$ cat config.mk
export PLATFORM = sky130hd
export DESIGN_NAME = fifo_wr_arbiter
export DESIGN_NICKNAME = d
export VERILOG_FILES = /design/src/rtl/fifo_wr_arbiter.sv
export SDC_FILE = /design/constraint.sdc
export NUM_CORES = 1
export LEC_CHECK = 0
export ABC_AREA = 0
export CORE_MARGIN = 2
export CORE_UTILIZATION = 34
export CTS_CLUSTER_DIAMETER = 40
export CTS_CLUSTER_SIZE = 16
export DETAILED_ROUTE_END_ITERATION = 10
export GPL_ROUTABILITY_DRIVEN = 0
export GPL_TIMING_DRIVEN = 0
export MAX_ROUTING_LAYER = met4
export PLACE_DENSITY = 0.78
export SLEW_MARGIN = 5
export SYNTH_ARGS = -nofsm -noshare
export SYNTH_HDL_FRONTEND = slang
export SYNTH_SLANG_ARGS = --single-unit
$ cat constraint.sdc
create_clock -name CLK -period 1.44 [get_ports CLK]
set_input_delay 0.216 -clock CLK [delete_from_list [all_inputs] [get_ports CLK]]
set_output_delay 0.216 -clock CLK [all_outputs]
set_load 0.005 [all_outputs]
$ cat src/rtl/fifo_wr_arbiter.sv
// Two-requester round-robin arbiter feeding a FIFO write port through a one-word push register.
// Optional stall counter enabled by defining FIFO_ARB_STALL_CNT_EN.
module fifo_wr_arbiter #(
   parameter int unsigned DATA_WIDTH = 8,
   parameter int unsigned CNT_WIDTH  = 8
) (
   input  logic                  CLK,
   input  logic                  RST,
   input  logic                  REQ0_VLD,
   input  logic [DATA_WIDTH-1:0] REQ0_DATA,
   output logic                  REQ0_RDY,
   input  logic                  REQ1_VLD,
   input  logic [DATA_WIDTH-1:0] REQ1_DATA,
   output logic                  REQ1_RDY,
   input  logic                  W_FULL,
   output logic                  W_INC,
   output logic [DATA_WIDTH-1:0] W_DATA,
   output logic [CNT_WIDTH-1:0]  STALL_CNT
);

   typedef enum logic {IDLE, PUSH} state_t;

   state_t                state, state_nxt;
   logic                  pri;
   logic                  accept;
   logic                  gnt0, gnt1;
   logic                  xfer;
   logic [DATA_WIDTH-1:0] data_sel;

   always_ff @(posedge CLK or negedge RST) begin
      if (!RST) begin
         state  <= IDLE;
         W_DATA <= '0;
         pri    <= 1'b0;
      end else begin
         state <= state_nxt;
         if (xfer) begin
            W_DATA <= data_sel;
            pri    <= gnt0;
         end
      end
   end

   // RDY is gated by RST so nothing is accepted while reset holds state in IDLE
   always_comb begin
      accept    = (state == IDLE) || !W_FULL;
      gnt0      = REQ0_VLD && (!REQ1_VLD || !pri);
      gnt1      = REQ1_VLD && (!REQ0_VLD || pri);
      REQ0_RDY  = RST && accept && gnt0;
      REQ1_RDY  = RST && accept && gnt1;
      xfer      = REQ0_RDY || REQ1_RDY;
      data_sel  = gnt0 ? REQ0_DATA : REQ1_DATA;
      W_INC     = (state == PUSH);
      state_nxt = IDLE;
      if (xfer || (state == PUSH && W_FULL)) begin
         state_nxt = PUSH;
      end
   end

`ifdef FIFO_ARB_STALL_CNT_EN
   logic [CNT_WIDTH-1:0] stall_cnt;

   always_ff @(posedge CLK or negedge RST) begin
      if (!RST) begin
         stall_cnt <= '0;
      end else if (state == PUSH && W_FULL && stall_cnt != '1) begin
         stall_cnt <= stall_cnt + 1'b1;
      end
   end

   assign STALL_CNT = stall_cnt;
`else
   assign STALL_CNT = '0;
`endif

endmodule

* Word level (Yosys, flattened, before mapping)
Cells that the tools add are included.
Cells by class: $add $sub $neg 0, div/mod/pow operators 0, order comparisons 0, mux-type cells 2, multiply operators 0, bitwise logic cells 1, shifts and indexed selects 0, reduce and logical (&&, ||, !) cells 15, equality and inequality tests 0
Operators with widths (count):
- 2-to-1 mux 8 bit | 1
- logical AND 1 bit | 6
- logical OR 1 bit | 5
- zero test 1 bit | 4
- 2-to-1 mux 1 bit | 1
- inverter 1 bit | 1
Storage, ports and cells: memories kept 0, flip-flop bits (word level) 10, word-level logic and storage cells 21, bits in latches 0, input port bits 21, output and inout bits 19, memory bits (writable) 0, memory bits (read-only) 0

* Logic depth before layout (Yosys ltp)
Gate-level depths: netlist of the first run.
word-level depth 7, mapped depth 4, gate-level depth less buffers 3

* Worst setup path before layout of the first run
OpenSTA, ideal clock, no wires.
path type register -> register, start point register state (netlist: W_INC), end point register W_DATA[0], data arrival time 1.039 ns, library setup time 0.123 ns, setup slack 0.278 ns, cell stages (with the launch flop) 4, period minus slack after synthesis 1.162 ns, path buffers 0, required time 1.317 ns, path through dfrtp_1 a21boi_4 nand3_4 o221a_1
On the way: word-level cells in the longest chain between the ends 5, elaborated cells on any way between the ends 6, classes of those cells bitwise: 1; reduce/logical: 5
RTL lines:
- start: declaration | line 23 | state_t state, state_nxt;
- start signal: assignment | line 36 | state <= state_nxt;
- inverter 1 bit (*) | line 46 | accept = (state == IDLE) || !W_FULL;
- logical OR 1 bit (*) | line 46
- logical AND 1 bit (*) | line 49, 50
- logical AND 1 bit (on tied branches) | line 49, 50
- logical OR 1 bit (*) | line 51 | xfer = REQ0_RDY || REQ1_RDY;
- end signal: assignment | line 38 | W_DATA <= data_sel;
- end: declaration | line 17 | output logic [DATA_WIDTH-1:0] W_DATA,
Mark *: on every way between the ends. The rest lies on a longest branch, timed or not. A chain may end at the register's enable or synchronous reset.

* Final worst setup path of the first run
start point register state (netlist: W_INC), end point output REQ0_RDY
On the way: word-level cells in the longest chain between the ends 4
RTL lines:
- inverter 1 bit | line 46
- logical OR 1 bit | line 46
- logical AND 1 bit (2 in a row) | line 49 | REQ0_RDY = RST && accept && gnt0;
- end: declaration | line 11 | output logic REQ0_RDY,
Every way passes these cells.

==> results of run 1 <==
==> final cells by class <==
class,count,area share [%]
Buffer,9,7.14
Clock buffer,4,3.63
Inverter,2,0.752
Multi-Input combinational cell,36,28.2
Sequential cell,10,25.1
Tap cell,16,2.01
Timing Repair Buffer,35,33.2
==> state kept, by name, summed over array words and instances (netlist names) <==
signal and cells:
W_DATA 8, W_INC 1, pri 1
==> cell usage after synthesis <==
| cell | number |
|---|---|
| a31oi_1 | 1 |
| conb_1 | 1 |
| buf_6 | 1 |
| nand2_1 | 3 |
| a21boi_4 | 1 |
| nand2b_1 | 1 |
| nand3_4 | 2 |
| o221a_1 | 8 |
| dfrtp_1 | 10 |
| o21bai_1 | 8 |
| a21bo_1 | 1 |
| a21oi_1 | 1 |
| o21ai_0 | 1 |
| inv_1 | 2 |
| nor2_1 | 1 |
| buf_4 | 8 |
==> worst max path at each step <==
stage / start / endpoint / slack [ps] / cells past startpoint
after floorplan: W_INC / W_DATA[0] / 280 / 3
after global placement: RST / REQ1_RDY / -900 / 5
after detailed placement: RST / REQ1_RDY / -930 / 5
after CTS: W_INC / W_INC / -60 / 2
after global routing: W_INC / REQ0_RDY / -10 / 4
final: W_INC / REQ0_RDY / 60 / 4
==> layout by cell type, fill, tap and decap left out, types with 2 or more instances in the layout <==
master and n:
o221a_1 8, clkdlybuf4s50_1 24, o21bai_1 8, buf_4 11, conb_1 8, dlygate4sd2_1 3
dfrtp_1 10, nand3_4 2, buf_2 2, clkbuf_4 3, inv_2 2, nand2_1 3
==> metrics by stage <==
| step | hold slack [ps] | worst slack, ps | instances |
|---|---|---|---|
| 3_5_place_dp | 514 | -933 | 104 |
| 3_3_place_gp | 486 | -896 | 104 |
| 5_1_grt | 381 | -9.79 | 112 |
| 2_1_floorplan | -79.6 | 278 | 57 |
| 6_report | 321 | 55.5 | 112 |
| 4_1_cts | 318 | -57.2 | 112 |
==> repair_timing <==
item | 4_1_cts | 5_1_grt
hold buffers | 1 | 0
resized for setup | 17 | 1
pin swaps | 3 | 0
hold endpoints to repair | 10 | 0
cloned | 0 | 0
setup buffers | 3 | 0
setup endpoints to repair | 12 | 2
==> power by group through the flow <==
stage | clock network [mW] | logic [mW] | registers, mW
2_1_floorplan | 0 | 0.148 | 0.377
3_3_place_gp | 0 | 0.342 | 0.372
3_5_place_dp | 0 | 0.348 | 0.376
4_1_cts | 0.260 | 0.356 | 0.369
5_1_grt | 0.276 | 0.382 | 0.374
6_report | 0.253 | 0.353 | 0.369
==> critical path, cell delays in order (launching register included) <==
cell	delay [ps]
dfrtp_1	410
a21boi_4	240
nand3_4	110
inv_2	50
buf_2	100
==> per-layer routing <==
layer	up-vias	part of all wire, %
li1	264	-
met1	253	44
met2	28	49
met3	2	5.8
met4	0	0.97
met5	-	0
==> logic make-up (layout without fill, tap and decap cells) <==
group           count (synthesis)  count (layout)  share of synthesized area, %
flops                          10              10                          42.8
other cells                     1               8                         0.642
buf+inv                        11              50                          13.5
simple gates                    7               7                          9.64
compound gates                 21              21                          33.4
==> results.toml, run 1 <==
[setup_path]
worstSetupEndpointType = "output port"
r2r_start = "W_INC"
r2r_cells = 4
crit_fanout = 4
cp-start-kind = "register"
critPathRequiredTime_ps = 1220
crit_type = "register to output port"
rrSetupSlack_ps = 130
regToRegEndpoint = "W_DATA[0]"
crit_arrival_ps = 1170

[final_layout]
drive_gt1_share_pct = 25.0
seqCellArea_um2 = 250
multi_input_area_um2 = 282
design_area_um2 = 998
insertedDiodeCount = 0
final_util_pct = 64.0
area_growth_pct = 70.9
nFillCells = 136
layout.nets = 118

[synthesis]
ys_types = 16
syn_area_um2 = 584
synth_top_cell_by_area = "dfrtp_1"
syn_avg_cell_area_um2 = 11.7
yosys_register_bits = 10
synth_top_area_share_pct = 42.8
synth_warnings = 0
synthCells = 50
yosys-top-cells-area = "dfrtp_1 43%, o221a_1 15%, buf_4 10%"
synth_seq_area_share_pct = 42.8

[pwr]
ir_drop_mv = 0.517
power_frac_comb_pct = 36.2
p_int_mw = 0.725
p_total_mw = 0.975
p_sw_mw = 0.250
power_density_mw_per_mm2 = 977
p_seq_share_pct = 37.9
leakage_nw = 0.460
p_sw_share_pct = 25.7
clkPwrFrac_pct = 26.0

[clock_network]
cts_buffers = 3
cts.htree.levels = 1
cts_root_buf = "clkbuf_4"
cts.sinks = 10
cts_buffer_depth = 2
cts_tree = "yes"
clk_pin_slew_ps = 70
clk_latency_ps = 260

[routing]
ant_nets = 0
wl_per_cell_um = 12.9
drc = 0
vias_per_cell = 4.88
initialDrtViolationCount = 12
vias = 547
routed_wl_um = 1440
dr.pass1.iters = 4

[timing]
slew_violations = 0
fin_crit_ps = 1380
worstMarginPinSlew_ps = 520
setup_violations = 0
tns_ps = 0
hold_viol_final = 0
fin_crit_sh_pct = 96.1
finClkSkew_ps = 2.85
timing.fmax_ghz = 0.722
rsz0062_at_grt = "yes"
slew_headroom_pct = 65.2

[die]
row_count = 14
dieArea_mm2 = 0.00207
die_h_um = 45.5
start_util_pct = 37.5
die_w_um = 45.5
num_io_pins = 40
core_area_mm2 = 0.00156

[grt]
grtUsageTotal_pct = 15.7
grt_max_degree = 11
antenna_found_initial = 0
grt.busiest_layer = "met2"
grt-ovfl-total = 0
use_met1_pct = 17.8
grtUsageMet2_pct = 27.0
met3_usage_pct = 1.19
grt_pass1_vias = 520
grt_pass1_wl_um = 2190

[min_path]
min_path_cells = 3
hp-class = "input pin to register"
min_from = "RST"
hold_path_end = "W_INC"

[placement]
place_area_um2 = 941
dpl.hpwl_um = 1050
numPortBuffers = 31

[job]
max_cap_viol_count = 0

[outcome]
status = "completed"
(Power assumes the default switching activity.)
==> inputs of run 2 (changes only) <==
==> constraint.sdc (replaced) <==
create_clock -name CLK -period 1.5 [get_ports CLK]
set_input_delay 0.225 -clock CLK [delete_from_list [all_inputs] [get_ports CLK]]
set_output_delay 0.225 -clock CLK [all_outputs]
set_load 0.005 [all_outputs]
==> run 2 against run 1 <==
  * The flow now finishes with violations (setup timing)
  * Clock skew shrank 0.83 ps
  * Worst setup slack got worse by 67 ps
  * Via count shrank 2.0%
  * Core utilization increased by 0.40 points
  * Final area grew 0.63%
  * Total power shrank 3.8%
  * Non-clock buffer count grew 1
  * Clock-buffer cell count stayed put
  * Critical endpoint is now W_INC
  * Largest power group unchanged
==> results.toml, run 2 (same netlist as run 1, synthesis figures left out) <==
[outcome]
status = "complete, but fails checks"
violations = "setup timing"

[final_layout]
drive_gt1_share_pct = 24.7
nFillCells = 134
final_common_cell = "clkdlybuf4s50_1"
final_util_pct = 64.4
layout.nets = 119
fin_cells = 113
insertedDiodeCount = 0
design_area_mm2 = 0.00100
largest-register = "W_DATA"
final_cell_mix = "25 x clkdlybuf4s50_1, 12 x buf_4, 10 x dfrtp_1"
largest_reg_flops = 8
area_growth_pct = 71.9

[routing]
vias = 536
routed_wl_um = 1420
drc = 0
wl_per_cell_um = 12.5
ant_nets = 0
dr.pass1.iters = 3
initialDrtViolationCount = 5
vias_per_cell = 4.74

[pwr]
power_density_mw_per_mm2 = 933
leakage_nw = 0.455
p_total_mw = 0.938
ir_drop_mv = 0.506

[setup_path]
cp-start-kind = "register"
crit_fanout = 3
crit_type = "register to output port"
crit_arrival_ps = 1290
critPathRequiredTime_ps = 1270
r2r_cells = 5
regToRegEndpoint = "W_DATA[0]"
r2r_start = "W_INC"
rrSetupSlack_ps = 80
worstSetupEndpointType = "output port"
worstSetupEndpoint = "W_INC"
crit_start = "W_INC"

[clock_network]
cts.sinks = 10
cts_root_buf = "clkbuf_4"
cts_buffers = 3
clk_pin_slew_ps = 70
cts_buffer_depth = 2
clk_latency_ps = 260
cts_tree = "yes"
cts.htree.levels = 1

[timing]
timing.fmax_ghz = 0.662
finClkSkew_ps = 2.02
tns_ps = -11.3
worstMarginPinSlew_ps = 516
slew_violations = 0
fin_crit_sh_pct = 101
slew_headroom_pct = 65.5
fin_crit_ps = 1510
rsz0062_at_grt = "yes"
hold_viol_final = 0
setup_violations = 1
setup_slack_ps = -11.3

[placement]
dpl.hpwl_um = 1050
place_area_um2 = 941
numPortBuffers = 31
dp.cells = 104

[job]
max_cap_viol_count = 0

[die]
dieArea_mm2 = 0.00207
die_h_um = 45.5
start_util_pct = 37.5
num_io_pins = 40
die_w_um = 45.5
core_area_mm2 = 0.00156
row_count = 14

[grt]
grt_max_degree = 11
grt-ovfl-total = 0
grt_pass1_vias = 524
antenna_found_initial = 0
grtUsageTotal_pct = 15.6
grt_pass1_wl_um = 2190

[min_path]
min_path_cells = 3
hp-class = "input pin to register"
-- run 2: power by group --
part | total (mW) | leakage (nW) | internal [mW] | switching [mW]
clock | 0.242 | 0.0210 | 0.147 | 0.0952
sequential | 0.355 | 0.110 | 0.324 | 0.0308
combinational | 0.341 | 0.324 | 0.228 | 0.113
total | 0.938 | 0.455 | 0.699 | 0.239
-- run 2: worst min-delay path by stage --
stage | startpoint | endpoint
2_1_floorplan | RST | W_DATA[0]
3_3_place_gp | pri | pri
3_5_place_dp | pri | pri
4_1_cts | RST | W_INC
5_1_grt | RST | W_INC
6_report | RST | W_INC
-- run 2: final cells by class --
class                           count  area (µm²)  area share (%)
Timing Repair Buffer               36         338            33.6
Multi-Input combinational cell     36         282            28.0
Sequential cell                    10         250            24.9
Buffer                              9        71.3            7.10
Clock buffer                        4        36.3            3.61
Tap cell                           16        20.0            1.99
Inverter                            2        7.51           0.747
-- run 2: metal layers --
metal | part of all wire [%] | wire length [µm] | global-route usage, % | vias to the layer above
met4 | 0 | 0 | 8.82 | 0
met3 | 5.9 | 84 | 1.19 | 0
met2 | 50 | 714 | 26.5 | 26
met5 | 0 | 0 | - | -
met1 | 44 | 619 | 18.0 | 243
li1 | - | - | - | 267
-- run 2: worst max-delay path: stages (launching register included) --
cell	delay (ps)
dfrtp_1	400
buf_4	140
clkdlybuf4s50_1	490
-- run 2: repair_timing --
action | 4_1_cts | 5_1_grt
hold endpoints to repair | 10 | 0
endpoints found under the setup margin | 10 | 3
resized for setup | 13 | 2
pin swaps | 3 | 1
buffers inserted | 3 | 1
hold buffers | 1 | 0
-- run 2: per-stage QoR --
stage	setup WS (ps)	hold WS, ps
2_1_floorplan	338	-70.6
3_3_place_gp	-854	486
3_5_place_dp	-891	514
4_1_cts	-6.20	226
5_1_grt	-64.1	286
6_report	-11.3	232
